==> src/rtl/p88_loader_if.sv <==
// Byte-wise ioctl download channel between the image producer (master)
// and the P88 loader (slave); ioctl_wait is the loader's back-pressure.
interface p88_loader_if;
    logic       ioctl_download;
    logic       ioctl_wr;
    logic [7:0] ioctl_dout;
    logic       ioctl_wait;

    modport master (output ioctl_download, ioctl_wr, ioctl_dout, input  ioctl_wait);
    modport slave  (input  ioctl_download, ioctl_wr, ioctl_dout, output ioctl_wait);
endinterface

==> src/rtl/p88_loader.sv <==
// p88_loader: parses a Konix P88 image from the ioctl stream into single-byte DRAM writes.
// Optional feature macro P88_ENTRY_EN: compiles in the 0xCA entry-record path.
module p88_loader #(
    parameter int WRITE_CYCLES = 3
) (
    input  logic        clk_sys,
    input  logic        reset_n,
    p88_loader_if.slave ioctl,
    output logic        hold_reset,
    output logic [19:0] mem_addr,
    output logic [7:0]  mem_data,
    output logic        mem_we,
    output logic [15:0] entry_seg,
    output logic [15:0] entry_off,
    output logic        entry_valid,
    output logic        load_error
);
    typedef enum logic [4:0] {
        S_IDLE, S_CMD, S_SEG_L, S_SEG_H, S_OFF_L, S_OFF_H, S_SKIP0, S_SKIP1,
        S_LEN_L, S_LEN_H, S_DATA, S_GAP, S_ESEG_L, S_ESEG_H, S_EOFF_L, S_EOFF_H,
        S_ERROR
    } state_t;

    localparam logic [3:0] GAP_LAST = 4'(WRITE_CYCLES - 1);

    state_t      state_q, state_d;
    logic        dl_q;
    logic        hold_q, hold_d;
    logic        err_q, err_d;
    logic [19:0] addr_q, addr_d;
    logic [19:0] mem_addr_q, mem_addr_d;
    logic [7:0]  mem_data_q, mem_data_d;
    logic        mem_we_q, mem_we_d;
    logic [15:0] seg_q, seg_d;
    logic [7:0]  off_lo_q, off_lo_d;
    logic [15:0] len_q, len_d;
    logic [3:0]  cnt_q, cnt_d;

    logic       dl_rise, dl_fall, accept;
    logic [7:0] din;

    assign din     = ioctl.ioctl_dout;
    assign dl_rise = ioctl.ioctl_download & ~dl_q;
    assign dl_fall = ~ioctl.ioctl_download & dl_q;
    // The GAP state is the wait window, so back-pressure drops with the state on reset.
    assign ioctl.ioctl_wait = (state_q == S_GAP);
    assign accept  = ioctl.ioctl_wr & ~ioctl.ioctl_wait & ioctl.ioctl_download;

    always_comb begin
        state_d    = state_q;
        hold_d     = hold_q;
        err_d      = err_q;
        addr_d     = addr_q;
        mem_addr_d = mem_addr_q;
        mem_data_d = mem_data_q;
        mem_we_d   = 1'b0;
        seg_d      = seg_q;
        off_lo_d   = off_lo_q;
        len_d      = len_q;
        cnt_d      = cnt_q;

        if (dl_rise) begin
            state_d  = S_CMD;
            hold_d   = 1'b1;
            err_d    = 1'b0;
            addr_d   = '0;
            seg_d    = '0;
            off_lo_d = '0;
            len_d    = '0;
            cnt_d    = '0;
        end else if (dl_fall) begin
            state_d = S_IDLE;
            hold_d  = 1'b0;
            if (state_q != S_CMD && state_q != S_ERROR) err_d = 1'b1;
        end else if (state_q == S_GAP) begin
            if (cnt_q == GAP_LAST) begin
                addr_d  = addr_q + 20'd1;
                len_d   = len_q - 16'd1;
                state_d = (len_q == 16'd1) ? S_CMD : S_DATA;
            end else begin
                cnt_d = cnt_q + 4'd1;
            end
        end else if (accept) begin
            case (state_q)
                S_CMD: begin
                    if (din == 8'hC8) begin
                        state_d = S_SEG_L;
`ifdef P88_ENTRY_EN
                    end else if (din == 8'hCA) begin
                        state_d = S_ESEG_L;
`endif
                    end else begin
                        state_d = S_ERROR;
                        err_d   = 1'b1;
                    end
                end
                S_SEG_L: begin seg_d[7:0]  = din; state_d = S_SEG_H; end
                S_SEG_H: begin seg_d[15:8] = din; state_d = S_OFF_L; end
                S_OFF_L: begin off_lo_d    = din; state_d = S_OFF_H; end
                S_OFF_H: begin
                    // Real-mode style segment:offset, wrapping modulo 1 MiB.
                    addr_d  = {seg_q, 4'b0000} + {4'b0000, din, off_lo_q};
                    state_d = S_SKIP0;
                end
                S_SKIP0: state_d = S_SKIP1;
                S_SKIP1: state_d = S_LEN_L;
                S_LEN_L: begin len_d[7:0] = din; state_d = S_LEN_H; end
                S_LEN_H: begin
                    len_d[15:8] = din;
                    state_d     = ({din, len_q[7:0]} == 16'd0) ? S_CMD : S_DATA;
                end
                S_DATA: begin
                    mem_addr_d = addr_q;
                    mem_data_d = din;
                    mem_we_d   = 1'b1;
                    cnt_d      = '0;
                    state_d    = S_GAP;
                end
                S_ESEG_L: state_d = S_ESEG_H;
                S_ESEG_H: state_d = S_EOFF_L;
                S_EOFF_L: state_d = S_EOFF_H;
                S_EOFF_H: state_d = S_CMD;
                default:  ;
            endcase
        end
    end

    always_ff @(posedge clk_sys or negedge reset_n) begin
        if (!reset_n) begin
            state_q    <= S_IDLE;
            dl_q       <= 1'b0;
            hold_q     <= 1'b0;
            err_q      <= 1'b0;
            addr_q     <= '0;
            mem_addr_q <= '0;
            mem_data_q <= '0;
            mem_we_q   <= 1'b0;
            seg_q      <= '0;
            off_lo_q   <= '0;
            len_q      <= '0;
            cnt_q      <= '0;
        end else begin
            state_q    <= state_d;
            dl_q       <= ioctl.ioctl_download;
            hold_q     <= hold_d;
            err_q      <= err_d;
            addr_q     <= addr_d;
            mem_addr_q <= mem_addr_d;
            mem_data_q <= mem_data_d;
            mem_we_q   <= mem_we_d;
            seg_q      <= seg_d;
            off_lo_q   <= off_lo_d;
            len_q      <= len_d;
            cnt_q      <= cnt_d;
        end
    end

    assign hold_reset = hold_q;
    assign load_error = err_q;
    assign mem_addr   = mem_addr_q;
    assign mem_data   = mem_data_q;
    assign mem_we     = mem_we_q;

`ifdef P88_ENTRY_EN
    logic [15:0] eseg_q, eseg_d, eoff_q, eoff_d;
    logic        ev_q, ev_d;

    // Entry fields update byte by byte; a later record simply overwrites them.
    always_comb begin
        eseg_d = eseg_q;
        eoff_d = eoff_q;
        ev_d   = ev_q;
        if (dl_rise) begin
            ev_d = 1'b0;
        end else if (accept) begin
            case (state_q)
                S_ESEG_L: eseg_d[7:0]  = din;
                S_ESEG_H: eseg_d[15:8] = din;
                S_EOFF_L: eoff_d[7:0]  = din;
                S_EOFF_H: begin eoff_d[15:8] = din; ev_d = 1'b1; end
                default:  ;
            endcase
        end
    end

    always_ff @(posedge clk_sys or negedge reset_n) begin
        if (!reset_n) begin
            eseg_q <= '0;
            eoff_q <= '0;
            ev_q   <= 1'b0;
        end else begin
            eseg_q <= eseg_d;
            eoff_q <= eoff_d;
            ev_q   <= ev_d;
        end
    end

    assign entry_seg   = eseg_q;
    assign entry_off   = eoff_q;
    assign entry_valid = ev_q;
`else
    assign entry_seg   = '0;
    assign entry_off   = '0;
    assign entry_valid = 1'b0;
`endif
endmodule

==> src/flat_wrapper.sv <==
// flat-port wrapper written by rule: the top's interface ports become plain ports
module p88_loader_flat 
#(
    parameter int WRITE_CYCLES = 3
)
  (clk_sys, reset_n, hold_reset, mem_addr, mem_data, mem_we, entry_seg, entry_off, entry_valid, load_error, ioctl_ioctl_download, ioctl_ioctl_wr, ioctl_ioctl_dout, ioctl_ioctl_wait);
  p88_loader_if ioctl_i ();
  input  logic clk_sys;
  input  logic reset_n;
  output logic hold_reset;
  output logic [19:0] mem_addr;
  output logic [7:0] mem_data;
  output logic mem_we;
  output logic [15:0] entry_seg;
  output logic [15:0] entry_off;
  output logic entry_valid;
  output logic load_error;
  input wire logic [$bits(ioctl_i.ioctl_download)-1:0] ioctl_ioctl_download;
  input wire logic [$bits(ioctl_i.ioctl_wr)-1:0] ioctl_ioctl_wr;
  input wire logic [$bits(ioctl_i.ioctl_dout)-1:0] ioctl_ioctl_dout;
  output wire logic [$bits(ioctl_i.ioctl_wait)-1:0] ioctl_ioctl_wait;
  assign ioctl_i.ioctl_download = ioctl_ioctl_download;
  assign ioctl_i.ioctl_wr = ioctl_ioctl_wr;
  assign ioctl_i.ioctl_dout = ioctl_ioctl_dout;
  assign ioctl_ioctl_wait = ioctl_i.ioctl_wait;
  p88_loader #(.WRITE_CYCLES(WRITE_CYCLES)) u_core (.clk_sys(clk_sys), .reset_n(reset_n), .ioctl(ioctl_i), .hold_reset(hold_reset), .mem_addr(mem_addr), .mem_data(mem_data), .mem_we(mem_we), .entry_seg(entry_seg), .entry_off(entry_off), .entry_valid(entry_valid), .load_error(load_error));
endmodule
==> config.mk <==
export PLATFORM = sky130hd
export DESIGN_NAME = p88_loader_flat
export DESIGN_NICKNAME = d
export VERILOG_FILES = /design/src/rtl/p88_loader_if.sv /design/src/rtl/p88_loader.sv /design/src/flat_wrapper.sv
export SDC_FILE = /design/constraint.sdc
export NUM_CORES = 1
export LEC_CHECK = 0
export ABC_AREA = 1
export CAP_MARGIN = 10
export CORE_UTILIZATION = 40
export DETAILED_ROUTE_END_ITERATION = 7
export GPL_TIMING_DRIVEN = 0
export REMOVE_ABC_BUFFERS = 1
export SLEW_MARGIN = 20
export SYNTH_ARGS = -nofsm -noshare
export SYNTH_HDL_FRONTEND = slang
export SYNTH_SLANG_ARGS = --single-unit
==> constraint.sdc <==
create_clock -name clk_sys -period 3.5 [get_ports clk_sys]
set_clock_uncertainty 0.05 [all_clocks]
set_input_delay 0.35 -clock clk_sys [delete_from_list [all_inputs] [get_ports clk_sys]]
set_output_delay 0.35 -clock clk_sys [all_outputs]
set_load 0.005 [all_outputs]
==> results.ini <==
[outcome]
status = completed

[clock_network]
root_buffer = clkbuf_16
cts_max_level = 3
insertion_delay_ps = 360
clkSinkCount = 101
clock_path_buffers = 2
clk_pin_slew_ps = 70
cts_tree = yes
cts_buffers = 9

[yosys]
async_flop_share_pct = 100
yosys_warnings = 0
yosysTopAreaCellShare_pct = 38.1
ys.flop_type = dfrtp_1
synth_edf_count = 0
avgSynthCellArea_sq_um = 7.07
synth-seq-cells = 101
synthTopCellsByCount = 277 x nand2_1, 101 x dfrtp_1, 94 x inv_1
syn-instance-count = 938
yosysUniqueCellTypes = 41
synth_most_common_cell = nand2_1
syn-cell-area_sq_mm = 0.00664
yosysSeqAreaShare_pct = 38.1
synth_top_area_cell = dfrtp_1
synth_area_leaders = dfrtp_1 38%, nand2_1 16%, nand3_1 6.6%

[placement]
dp_hpwl_mm = 12.4
portBuffers = 43
place_congestion = 0.913

[floorplanning]
core_area_sq_mm = 0.0161
die_y_um = 131
dieArea_sq_mm = 0.0171
initial_core_util_pct = 41.3
dieWidth_um = 131
num_io_pins = 77
rows = 46

[worst_setup_path]
worstPathMaxFanout = 16
worstSetupStartpointType = input pin
critical_path_required_ps = 3690
critPathKind = input pin to flop
rr_worst_depth = 11
critPathArrivalTime_ps = 3370
end_kind = flop

[power_and_ir_drop]
pwr-share-clk_pct = 31.9
combPwrFrac_pct = 24.1
p_per_area_mw_per_mm2 = 455
switchingPower_uw = 1150
p_leak_uw = 0.00358
p_int_uw = 2240
p_seq_share_pct = 43.9
p_sw_share_pct = 33.9
finalPower_uw = 3380
ir_drop_mv = 0.257

[route]
final_antenna_net_count = 0
dr_total_vias = 5880
post_drt_wl_per_cell_um = 13.9
drtIter0Drc = 372
drt_first_pass_iters = 5
post_drt_via_cell_ratio = 4.92
route.detailed.drc = 0
wl_mm = 16.6

[sta]
drv_slew = 0
min_period_ps = 3170
max_freq_ghz = 0.315
finalCritPeriodShare_pct = 90.6
whs_ps = 372
worstMarginPinSlew_ps = 794
rsz0062_at_grt = no
setup_violations = 0
slew_headroom_pct = 47.0
hold_viol = 0

[cells_and_area]
drive_gt1_share_pct = 5.52
diodes = 0
fillCellCount = 1650
synthToLayoutAreaGrowth_pct = 12.2
nets = 1006

[run]
drv_cap = 0

[grt]
overflow = 0
grt_pass1_vias = 5423
grt_use_total_pct = 21.0
grt_start_max_net_pins = 76
antenna_found_initial = 0
grt_pass1_wl_mm = 27.3

[worst_hold_path]
worstHoldPathType = input pin to asynchronous set/reset pin

==> worst max-delay path, cell delays in order <==
cell and delay [ps]:
clkdlybuf4s50_1 520, ha_1 580, inv_1 520, nand2_4 270, inv_2 120, nand2_1 120
nand2_2 100, nor2_4 380, inv_2 230, nand2_1 120, o21ai_2 50
==> registers in the layout (all words and copies together), names as in the netlist, 4 cells and up <==
signal,count
u_core.addr_q,20
u_core.cnt_q,4
u_core.len_q,16
u_core.mem_addr,20
u_core.mem_data,8
u_core.off_lo_q,8
u_core.seg_q,16
u_core.state_q,5
==> layout by cell type, fill, tap and decap left out, types with 9 or more instances in the layout <==
master / n
nand4_1: 10
nand3_1: 88
inv_1: 94
dfrtp_1: 101
nor2_1: 89
o21ai_0: 86
ha_1: 20
nand2_1: 277
a21oi_1: 29
clkbuf_16: 9
o21ai_1: 21
clkdlybuf4s50_1: 42
conb_1: 33
==> cell type report <==
class	instances	area, sq um	share of cell area (%)
tap	216	270	3.63
clock buffer	11	233	3.12
clock inverter	5	85.1	1.14
multi-input combinational	714	3460	46.5
sequential	101	2530	33.9
timing repair buffer	46	489	6.57
inverter	101	380	5.11
==> stage by stage <==
| stage | instance area [sq um] | std cells | util [%] | setup slack, ps | setup TNS [ps] |
|---|---|---|---|---|---|
| final | 7450 | 1194 | 46.4 | 327 | 0 |
| after global placement | 7070 | 1175 | 44.0 | -2060 | -206940 |
| after CTS | 7450 | 1194 | 46.4 | 355 | 0 |
| after detailed placement | 7120 | 1177 | 44.3 | -35.2 | -181 |
| after global routing | 7450 | 1194 | 46.4 | 168 | 0 |
| after floorplan | 6360 | 916 | - | 1280 | 0 |
==> kinds of logic after synthesis <==
| family | Yosys count | share of synthesized area, % |
|---|---|---|
| simple gates | 502 | 33.0 |
| flops | 101 | 38.1 |
| other cells | 1 | 0.0565 |
| fa+ha+maj | 21 | 4.07 |
| compound gates | 151 | 12.2 |
| xor+xnor | 7 | 0.924 |
| buf+inv | 155 | 11.6 |
==> per-layer routing <==
metal  vias up  global-route usage [%]  routed length (um)
li1       3044                       -                   -
met1      2684                    26.6                7680
met2       130                    35.9                8020
met3        22                    4.28                 548
met4         0                    6.63                 317
met5         -                       0                   0
==> path summary, 6_finish.rpt <==
check | startpoint | end | slack, ps
worst min-delay path | reset_n | u_core.mem_addr[3] | 370
worst max-delay path | ioctl_ioctl_download | u_core.addr_q[1] | 330
worst max register to register | u_core.dl_q | u_core.addr_q[1] | 440
max in group asynchronous | reset_n | u_core.mem_data[3] | 2360
min in group clk_sys | u_core.mem_addr[1] | u_core.mem_addr[1] | 430
worst min register to register | u_core.mem_addr[1] | u_core.mem_addr[1] | 430
==> power by group through the flow <==
stage               registers [uW]  clock network (uW)  logic, uW
finish                        1490                1080        817
detailed placement            1500                   0        814
global placement              1510                   0        802
floorplan                     1460                   0        605
global route                  1510                1170        953
CTS                           1480                1120        820
==> what timing repair did <==
| action | 4_1_cts | 5_1_grt |
|---|---|---|
| hold buffers | 1 | 0 |
| buffers inserted | 0 | 0 |
| resized for setup | 0 | 0 |
| hold endpoints to repair | 26 | 0 |
(Power assumes the default switching activity.)
